==> config.mk <==
export PLATFORM = sky130hd
export DESIGN_NAME = msb_normalizer
export DESIGN_NICKNAME = d
export VERILOG_FILES = /design/src/rtl/msb_normalizer.sv
export SDC_FILE = /design/constraint.sdc
export NUM_CORES = 1
export LEC_CHECK = 0
export BUFFER_PORTS_ARGS = -buffer_cell sky130_fd_sc_hd__buf_4
export CAP_MARGIN = 20
export CORE_MARGIN = 4
export CORE_UTILIZATION = 40
export CTS_CLUSTER_DIAMETER = 60
export DETAILED_ROUTE_END_ITERATION = 12
export PLACE_DENSITY = 0.67
export SLEW_MARGIN = 20
export SYNTH_ARGS = -nofsm -noshare
export SYNTH_HDL_FRONTEND = slang
export SYNTH_SLANG_ARGS = --single-unit
==> constraint.sdc <==
create_clock -name clk -period 6.86 [get_ports clk]
set_clock_uncertainty 0.05 [all_clocks]
set_input_delay 1.715 -clock clk [delete_from_list [all_inputs] [get_ports clk]]
set_output_delay 1.715 -clock clk [all_outputs]
set_load 0.1 [all_outputs]
==> src/rtl/msb_normalizer.sv <==
// Delay-aligns accepted words with the pipelined high-bit search result, normalizes them, and queues them in a credit-controlled FIFO.
// Optional consistency checker on the search result is enabled by defining MSB_NORM_CHECK_EN.
module msb_normalizer #(
    parameter int INPUT_WIDTH    = 16,
    parameter int INDEX_WIDTH    = $clog2(INPUT_WIDTH),
    parameter int SEARCH_LATENCY = INDEX_WIDTH,
    parameter int FIFO_DEPTH     = 4
) (
    input  logic                   clk,
    input  logic                   rst,
    input  logic                   in_valid,
    output logic                   in_ready,
    input  logic [INPUT_WIDTH-1:0] in_data,
    input  logic                   search_valid,
    input  logic [INDEX_WIDTH-1:0] search_index,
    output logic                   out_valid,
    input  logic                   out_ready,
    output logic [INPUT_WIDTH-1:0] out_mantissa,
    output logic [INDEX_WIDTH-1:0] out_exponent,
    output logic                   out_zero,
    output logic                   mismatch_err
);

    localparam int PTR_W   = $clog2(FIFO_DEPTH);
    localparam int CNT_W   = PTR_W + 1;
    localparam int ENTRY_W = INPUT_WIDTH + INDEX_WIDTH + 1;
    localparam logic [INDEX_WIDTH-1:0] MAX_IDX = INDEX_WIDTH'(INPUT_WIDTH - 1);
    localparam logic [CNT_W-1:0] DEPTH_CNT = CNT_W'(FIFO_DEPTH);

    logic accept;
    logic pop;

    assign accept = in_valid && in_ready;
    assign pop    = out_valid && out_ready;

    // Delay line: only the valid bits are reset; data simply follows in_data.
    logic [SEARCH_LATENCY-1:0] dl_valid;
    logic [INPUT_WIDTH-1:0]    dl_data [SEARCH_LATENCY];
    logic                      tap_valid;
    logic [INPUT_WIDTH-1:0]    tap_data;

    always_ff @(posedge clk or posedge rst) begin
        if (rst) begin
            dl_valid <= '0;
        end else begin
            dl_valid[0] <= accept;
            for (int i = 1; i < SEARCH_LATENCY; i++) begin
                dl_valid[i] <= dl_valid[i-1];
            end
        end
    end

    always_ff @(posedge clk) begin
        dl_data[0] <= in_data;
        for (int i = 1; i < SEARCH_LATENCY; i++) begin
            dl_data[i] <= dl_data[i-1];
        end
    end

    assign tap_valid = dl_valid[SEARCH_LATENCY-1];
    assign tap_data  = dl_data[SEARCH_LATENCY-1];

    logic [INDEX_WIDTH-1:0] shamt;
    logic                   sh_valid;
    logic [INPUT_WIDTH-1:0] sh_mant;
    logic [INDEX_WIDTH-1:0] sh_exp;
    logic                   sh_zero;

    assign shamt = MAX_IDX - search_index;

    always_ff @(posedge clk or posedge rst) begin
        if (rst) begin
            sh_valid <= 1'b0;
            sh_mant  <= '0;
            sh_exp   <= '0;
            sh_zero  <= 1'b0;
        end else begin
            sh_valid <= tap_valid;
            if (tap_valid) begin
                if (search_valid) begin
                    sh_mant <= tap_data << shamt;
                    sh_exp  <= search_index;
                    sh_zero <= 1'b0;
                end else begin
                    sh_mant <= '0;
                    sh_exp  <= '0;
                    sh_zero <= 1'b1;
                end
            end
        end
    end

    // Output FIFO; the credit counter guarantees a write never hits a full FIFO.
    logic [ENTRY_W-1:0] mem [FIFO_DEPTH];
    logic [PTR_W-1:0]   wr_ptr;
    logic [PTR_W-1:0]   rd_ptr;
    logic [CNT_W-1:0]   count;
    logic [ENTRY_W-1:0] head;

    always_ff @(posedge clk or posedge rst) begin
        if (rst) begin
            wr_ptr <= '0;
            rd_ptr <= '0;
            count  <= '0;
            for (int i = 0; i < FIFO_DEPTH; i++) begin
                mem[i] <= '0;
            end
        end else begin
            if (sh_valid) begin
                mem[wr_ptr] <= {sh_zero, sh_exp, sh_mant};
                wr_ptr      <= wr_ptr + PTR_W'(1);
            end
            if (pop) begin
                rd_ptr <= rd_ptr + PTR_W'(1);
            end
            case ({sh_valid, pop})
                2'b10:   count <= count + CNT_W'(1);
                2'b01:   count <= count - CNT_W'(1);
                default: count <= count;
            endcase
        end
    end

    assign head         = mem[rd_ptr];
    assign out_valid    = (count != '0);
    assign out_mantissa = head[INPUT_WIDTH-1:0];
    assign out_exponent = head[INPUT_WIDTH +: INDEX_WIDTH];
    assign out_zero     = head[ENTRY_W-1];

    // Credit covers every word between accept and pop, so in_ready never depends on out_ready.
    logic [CNT_W-1:0] credit;
    logic             ready_en;

    always_ff @(posedge clk or posedge rst) begin
        if (rst) begin
            credit   <= '0;
            ready_en <= 1'b0;
        end else begin
            ready_en <= 1'b1;
            case ({accept, pop})
                2'b10:   credit <= credit + CNT_W'(1);
                2'b01:   credit <= credit - CNT_W'(1);
                default: credit <= credit;
            endcase
        end
    end

    assign in_ready = ready_en && (credit < DEPTH_CNT);

`ifdef MSB_NORM_CHECK_EN
    logic err_q;

    always_ff @(posedge clk or posedge rst) begin
        if (rst) begin
            err_q <= 1'b0;
        end else if (tap_valid && (search_valid != (|tap_data))) begin
            err_q <= 1'b1;
        end
    end

    assign mismatch_err = err_q;
`else
    assign mismatch_err = 1'b0;
`endif

endmodule

Word level (Yosys, flattened, before mapping) --
Memories as Yosys holds them, arrays and structs flattened. Cells that the tools add are included.
Storage, ports and cells: flip-flop bits (word level) 121, memory bits (writable) 64, input bits 25, memories 1
Operators by class: add/sub/neg operators 7, magnitude comparators 4, equal/unequal tests 4, shift operators 1, muxes and demuxes 11, bitwise logic cells 2, reduce and logical (&&, ||, !) cells 7
Memory list:
- dl_data | depth 4, bits a word 16, read ports 4, clocked after memory_dff 0, wr ports 4, RTL line 38 | logic [INPUT_WIDTH-1:0] dl_data [SEARCH_LATENCY];
Operator list (count):
- 84-bit bitwise mux | 1
- 21-bit two-way mux | 3
- 21-bit binary-select mux with 2-bit select | 1
- 21-bit demux with 2-bit select | 1
- 16-bit two-way mux | 1
- 16-bit by 4-bit << shifter with 16-bit output | 1
- 3-bit one-hot mux with 2 select lines | 2
- 3-bit by 1-bit adder with 3-bit output (second input constant) | 2
- 3-bit greater-or-equal comparator (second input constant) | 2
- 2-bit inverter with 3-bit output | 2
- 3-bit by 1-bit subtractor with 3-bit output (second input constant) | 2
- 2-bit by 1-bit adder with 2-bit output (second input constant) | 2
- 2-bit by 1-bit == test with 1-bit output (second input constant) | 2
- 2-bit == test (second input constant) | 2
- 1-bit logical AND | 4
- 4-bit two-way mux | 1
- 2-bit nonzero test | 2
- 4-bit subtractor (first input constant) | 1
- 3-bit by 1-bit less-than comparator with 1-bit output (second input constant) | 1
- 3-bit less-than comparator (second input constant) | 1
- 3-bit nonzero test | 1
- 1-bit two-way mux | 1

Longest topological paths before layout --
Gate-level depths: netlist of run 1.
word-level depth 6, gate-level depth with buffers 8

Worst setup path after synthesis of run 1 --
No wires, ideal clock.
path kind reg-to-output, from reg credit[2], to out in_ready, arrival time 1.747 ns, setup slack 3.348 ns, cell stages (with the launch flop) 2, path buffers 0, path through dfrtp_1 nor2b_1
Between the ends: longest elaborated chain between the ends 2
RTL lines:
- start, declared | RTL line 131 | logic [CNT_W-1:0] credit;
- start signal, assigned | RTL line 141 | 2'b10: credit <= credit + CNT_W'(1);
- start signal, assigned | RTL line 142 | 2'b01: credit <= credit - CNT_W'(1);
- start signal, assigned | RTL line 143 | default: credit <= credit;
- 3-bit less-than comparator | RTL line 148 | assign in_ready = ready_en && (credit < DEPTH_CNT);
- 1-bit logical AND | RTL line 148
- end, declared | RTL line 12 | output logic in_ready,
Every way passes these cells.

Worst setup path in the final report of run 1 --
from reg rd_ptr[0], to out out_zero
Between the ends: longest elaborated chain between the ends 4
RTL lines:
- start, declared | RTL line 96 | logic [PTR_W-1:0] rd_ptr;
- start signal, assigned | RTL line 114 | rd_ptr <= rd_ptr + PTR_W'(1);
- 2-bit inverter with 3-bit output (not written as such) | RTL line 124 | assign head = mem[rd_ptr];
- 21-bit binary-select mux with 2-bit select | RTL line 124
- 21-bit two-way mux (not written as such) (2 in series) | RTL line 124
- end, declared | RTL line 20 | output logic out_zero,
Every way passes these cells. The select of a mux whose other input is x is not followed.

==> flow_summary.yaml, run 1 <==
pwr:
  p_leak_nw: 3.65
  p_total_mw: 3.83
  power_density_nw_per_um2: 478
  peakVddDrop_mv: 0.440
cells_and_area:
  area_growth_pct: 16.6
  antenna_cells: 0
  fin_nets: 587
  drive_above_1_share_pct: 29.3
synthesis:
  ys_types: 38
  netlist.area_leader.share_pct: 44.1
  yosysWarnings: 0
  netlist_top_cells_area: "dfrtp_1 44%, dfxtp_1 19%, mux4_2 8.9%"
  yosysSeqAreaShare_pct: 62.8
  synth_edf_count: 0
  synth_nets: 542
  postSynthCellCount: 509
  synth_area_leader_cell: "dfrtp_1"
  ys.flop_type: "dfrtp_1"
  synth_area_per_cell_um2: 13.5
  async_flop_share_pct: 65.4
  synth_seq_cells: 185
  synth_area_um2: 6860
sta:
  finalSetupTns_ns: 0
  min_period_over_period_pct: 56.4
  worstMarginPinSlew_ns: 0.842
  hold_violations: 0
  grt_setup_unrepaired: "false"
  max_clock_freq_mhz: 258
  slew_headroom_pct: 43.9
  fin_crit_ns: 3.87
  finalSetupViolCount: 0
  drv_slew: 0
worst_setup_path:
  critPathMaxStageDelay_ns: 0.54
  crit_chain: "buf_4, mux4_2, buf_4"
  crit_family: "buffers and inverters"
  crit_slowest_cell: "dfrtp_1"
  cpMostUsedCell: "buf_4"
  crit_path_start_kind: "flop"
  critPathArrivalTime_ns: 2.11
  worstPathMaxFanout: 16
  critPathKind: "reg -> out"
  cp-end-kind: "output pin"
  crit_buf_inv: 2
  cp.required_ns: 5.10
placed_design:
  port-buffer-count: 47
  place_congestion: 0.816
  place.detailed.hpwl_um: 8030
cts:
  cts_resized: 0
  htree_levels: 4
  cts_buffers: 17
  clk_pin_slew_worst_paths_ns: 0.06
  cts_num_sinks: 185
  clk_latency_ns: 0.41
  cts_hold_buffers: 0
  clk_path_buf_depth: 2
  cts_setup_buffers: 0
  cts_root_buf: "clkbuf_16"
  cts_tree: "built"
global_route:
  grt_pass1_vias: 4056
  gr-total-overflow: 0
  grt_pass1_wl_um: 20700
  antenna_found_initial: 0
  grtUsageTotal_pct: 13.3
  grt_max_degree: 71
run_status:
  status: "finished, final reports clean"
die:
  dieHeight_um: 139
  ioPinCount: 49
  start_util_pct: 41.1
  die-area_um2: 19300
  die_w_um: 139
  fp-row-count: 47
  core_area_um2: 16700
route:
  ant_nets: 0
  vias: 3903
  drt-initial-drc-count: 273
  routed_via_density: 4.96
  wl_per_cell_um: 15.4
  drt-total-wl_um: 12100
  drc: 0
  dr.pass1.iters: 5
hold_path:
  hold_path_class: "reg -> reg"
run:
  maxCapViolations: 0
==> synth_stat cells, drive strengths merged, types with 2 or more instances <==
cell type  instances
nand3              4
clkbuf            21
ha                 6
dfrtp            121
inv               22
o221ai             4
xnor2              4
nand2             70
nor2b              2
o22ai              6
buf                7
nor2               5
a32oi              2
conb               2
mux2i             11
mux2              51
o21a               3
mux4              28
dfxtp             64
fa                 2
xor2               5
and3               2
a22oi              2
o21ai             56
and2               2
==> cells by family after synthesis <==
logic type	count (synthesis)	synth area share, %
xor+xnor	9	1.15
flops	185	62.8
simple gates	87	5.12
fa+ha+maj	8	1.68
compound gates	78	6.66
mux	90	19.4
buf+inv	50	3.03
other cells	2	0.109
==> power by group <==
part           switching, mW  leakage (nW)  internal [mW]  total (mW)
Combinational          0.932          1.21          0.448        1.38
Clock                  0.385         0.291          0.535       0.920
Sequential             0.163          2.14           1.36        1.53
==> layout make-up <==
class	instances	area, um2
clock buffers	25	526
inverters	22	85.1
clock inverters	7	52.6
multi-input cells	274	2340
fillers	1462	8700
flip-flops and latches	185	4310
well taps	220	275
repair buffers	54	405
==> placed cells by master (no fill, tap or decap), types with 2 or more instances in the layout <==
cell / synthesis / routed
a22oi_1: 2 / 2
a32oi_1: 2 / 2
and2_1: 2 / 2
and3_1: 2 / 2
buf_4: 2 / 54
clkbuf_16: 0 / 17
clkbuf_8: 0 / 7
clkinv_4: 0 / 2
conb_1: 2 / 2
dfrtp_1: 121 / 121
dfxtp_1: 64 / 64
fa_1: 2 / 2
ha_1: 6 / 6
inv_1: 22 / 21
inv_4: 0 / 3
inv_6: 0 / 2
mux2_2: 47 / 47
mux2_4: 4 / 4
mux2i_1: 11 / 11
mux4_2: 27 / 27
nand2_1: 70 / 70
nand3_1: 4 / 4
nor2_1: 5 / 5
nor2b_1: 2 / 2
o21a_1: 3 / 3
o21ai_0: 55 / 55
o221ai_1: 3 / 3
o22ai_1: 6 / 6
xnor2_1: 4 / 4
xor2_1: 5 / 5
==> worst paths after layout <==
path                                       start                     to  slack, ns  cells after the start
max                        rd_ptr[0]$_DFFE_PP0P_               out_zero       2.99                      3
min                        dl_data[2][1]$_DFF_P_  dl_data[3][1]$_DFF_P_       0.27                      0
max reg2reg                 count[2]$_DFFE_PP0P_  credit[2]$_DFFE_PP0P_       4.68                      7
min reg2reg                dl_data[2][1]$_DFF_P_  dl_data[3][1]$_DFF_P_       0.27                      0
max in group asynchronous                    rst    mem[12]$_DFFE_PP0P_       4.17                      3
min in group asynchronous                    rst    mem[28]$_DFFE_PP0P_       1.43                      2
==> registers in the layout, summed over array words and instances, names as in the netlist <==
name      flops
dl_valid      4
count         3
credit        3
sh_valid      1
wr_ptr        2
sh_zero       1
sh_exp        4
rd_ptr        2
ready_en      1
sh_mant      16
dl_data      64
mem          84
==> per-stage QoR <==
step / hold slack, ns / setup slack (ns) / area, um2 / utilization (%) / std cells
after detailed placement: 0.262 / 3.41 / 7420 / 44.4 / 755
after floorplan: 0.260 / 1.88 / 6860 / - / 509
final: 0.274 / 2.99 / 8000 / 47.9 / 787
after global routing: 0.278 / 2.89 / 8000 / 47.9 / 787
after CTS: 0.277 / 2.95 / 8000 / 47.9 / 787
after global placement: 0.261 / 3.42 / 7420 / 44.4 / 755
==> metal layers <==
layer	wire, um	share of wire [%]	track usage (%)	vias up
met5	0	0	0	-
met4	141	1.2	4.07	0
met3	704	5.8	4.24	10
met2	5960	49	21.3	105
met1	5330	44	17.5	1930
li1	-	-	-	1858
Power figures use the tool's default switching activity.
==> run 2, diff against run 1 <==
Settings changed: ABC_AREA from default to 1.
Clock period 6.86 ns to 3.9 ns, I/O delays scaled along.
==> flow_summary.yaml, run 2 <==
worst_setup_path:
  cp.required_ns: 2.87
  critPathKind: "reg -> out"
  crit_path_start_kind: "flop"
  critPathArrivalTime_ns: 2.41
  cp-end-kind: "output pin"
  worstPathMaxFanout: 43
synthesis:
  yosysSeqAreaShare_pct: 61.4
  netlist.area_leader.share_pct: 43.2
  synth_commonest_cells: "161 x nand2_1, 121 x dfrtp_1, 107 x o21ai_0"
  synth_area_per_cell_um2: 9.61
  ys.flop_type: "dfrtp_1"
  ys_types: 33
  yosysMostFrequentCell: "nand2_1"
  synth_area_um2: 7010
  synth_seq_cells: 185
  yosysWarnings: 0
  async_flop_share_pct: 65.4
  netlist_top_cells_area: "dfrtp_1 43%, dfxtp_1 18%, nand2_1 8.6%"
  synth_edf_count: 0
  synth_nets: 763
  postSynthCellCount: 730
  synth_area_leader_cell: "dfrtp_1"
pwr:
  peakVddDrop_mv: 0.738
  power_density_nw_per_um2: 929
  p_leak_nw: 3.70
route:
  drc: 0
  routed_via_density: 4.93
  dr.pass1.iters: 5
  wl_per_cell_um: 13.7
  drt-total-wl_um: 13600
  vias: 4909
  drt-initial-drc-count: 322
  ant_nets: 0
cells_and_area:
  largest_reg_flops: 84
  antenna_cells: 0
  area_growth_pct: 14.1
  multi_input_area_um2: 2320
  final_common_cell: "nand2_1"
  fin_nets: 791
  regArea_um2: 4310
  drive_above_1_share_pct: 14.0
  largestRegisters: "mem x84, dl_data x64, sh_mant x16"
  layout_common_cells: "161 x nand2_1, 121 x dfrtp_1, 107 x o21ai_0"
  n_fill_cell: 1625
  final_core_util_pct: 46.4
  top_register: "mem"
sta:
  holdWs_ns: 0.271
  grt_setup_unrepaired: "false"
  hold_violations: 0
  finalSetupViolCount: 0
  setup_ws_ns: 0.466
  finalSetupTns_ns: 0
  worstMarginPinSlew_ns: 0.807
  drv_slew: 0
  fin_crit_ns: 3.43
  max_clock_freq_mhz: 291
  slew_headroom_pct: 46.1
  min_period_over_period_pct: 88.0
die:
  die_w_um: 140
  fp-row-count: 48
  start_util_pct: 40.7
  ioPinCount: 49
  dieHeight_um: 140
  die-area_um2: 19700
  core_area_um2: 17200
cts:
  cts_num_sinks: 185
  clk_pin_slew_worst_paths_ns: 0.06
  cts_root_buf: "clkbuf_16"
  clk_path_buf_depth: 2
  cts_buffers: 17
  cts_tree: "built"
  cts_resized: 0
  cts_setup_buffers: 0
  htree_levels: 4
  clk_latency_ns: 0.42
  cts_hold_buffers: 0
placed_design:
  port-buffer-count: 47
  place_congestion: 0.797
  place.detailed.hpwl_um: 9040
  post-place-ws_ns: 0.935
run:
  maxCapViolations: 0
global_route:
  grt_pass1_wl_um: 23400
  antenna_found_initial: 0
  grt_pass1_vias: 4622
  grt_max_degree: 64
  gr-total-overflow: 0
  grtUsageTotal_pct: 14.5
run_status:
  status: "finished, final reports clean"
hold_path:
  hold_path_class: "reg -> reg"
run 2: changes by cell type in the layout (fill, tap and decap cells not counted), moves of 5 or more:
cell / before / now
mux2i_1: 11 / 0
o21ai_0: 55 / 107
nor2_1: 5 / 48
nand2_2: 0 / 8
nand2_1: 70 / 161
o22ai_1: 6 / 25
inv_1: 21 / 34
nand3_1: 4 / 40
clkbuf_8: 7 / 2
nand3_2: 0 / 12
mux2_2: 47 / 1
o21ai_1: 1 / 30
mux4_2: 27 / 0
clkbuf_1: 1 / 7
run 2: routing by layer:
layer / global-route usage, % / share of wire, %
met5: 0 / 0
met4: 4.28 / 0.83
met3: 4.34 / 6.3
met2: 20.9 / 44
met1: 21.2 / 49
run 2: metrics by stage:
step	area [um2]	instances	power, mW
6_report	8010	996	7.44
5_1_grt	8010	996	7.90
4_1_cts	8010	996	7.51
3_5_place_dp	7460	964	5.89
3_3_place_gp	7460	964	5.84
2_1_floorplan	7020	730	5.23
run 2: cells by family (layout without fill, tap and decap cells):
kind of cell | after synthesis | count (layout) | share of synthesized area (%)
XOR/XNOR | 6 | 6 | 0.749
AO/OA/AOI/OAI | 170 | 170 | 12.8
adder cells (fa/ha/maj) | 8 | 8 | 1.64
AND/OR/NAND/NOR | 277 | 277 | 17.6
buffers and inverters | 81 | 122 | 5.53
flip-flops | 185 | 185 | 61.4
multiplexers | 1 | 1 | 0.161
other | 2 | 2 | 0.107
run 2: final cells by class:
| class | count | area share [%] |
|---|---|---|
| clock buffer | 26 | 5.99 |
| clock inverter | 6 | 0.813 |
| inverter | 39 | 1.97 |
| multi-input combinational | 464 | 28.9 |
| sequential | 185 | 53.8 |
| tap | 225 | 3.52 |
| timing repair buffer | 51 | 4.94 |
run 2: worst paths after layout:
kind,start,slack [ns],cells past startpoint,end
min in group asynchronous,rst,0.65,2,mem[72]$_DFFE_PP0P_
setup / recovery,rd_ptr[0]$_DFFE_PP0P_,0.47,4,out_mantissa[2]
hold / removal,dl_data[2][8]$_DFF_P_,0.27,0,dl_data[3][8]$_DFF_P_
setup reg to reg,count[0]$_DFFE_PP0P_,1.99,9,credit[2]$_DFFE_PP0P_
max in group asynchronous,rst,2.36,3,sh_mant[2]$_DFFE_PP0P_
hold reg to reg,dl_data[2][8]$_DFF_P_,0.27,0,dl_data[3][8]$_DFF_P_
run 2: power breakdown:
group          total, mW  switching (mW)  internal (mW)
Sequential          2.73           0.324           2.41
Clock               1.60           0.680          0.919
Combinational       3.11            2.35          0.752
Total               7.44            3.36           4.08
run 2: critical path, cell delays in order, from the launching register on:
cell	delay [ns]
dfrtp_1	0.64
inv_2	0.63
o21ai_0	0.16
o22ai_1	0.21
buf_4	0.33
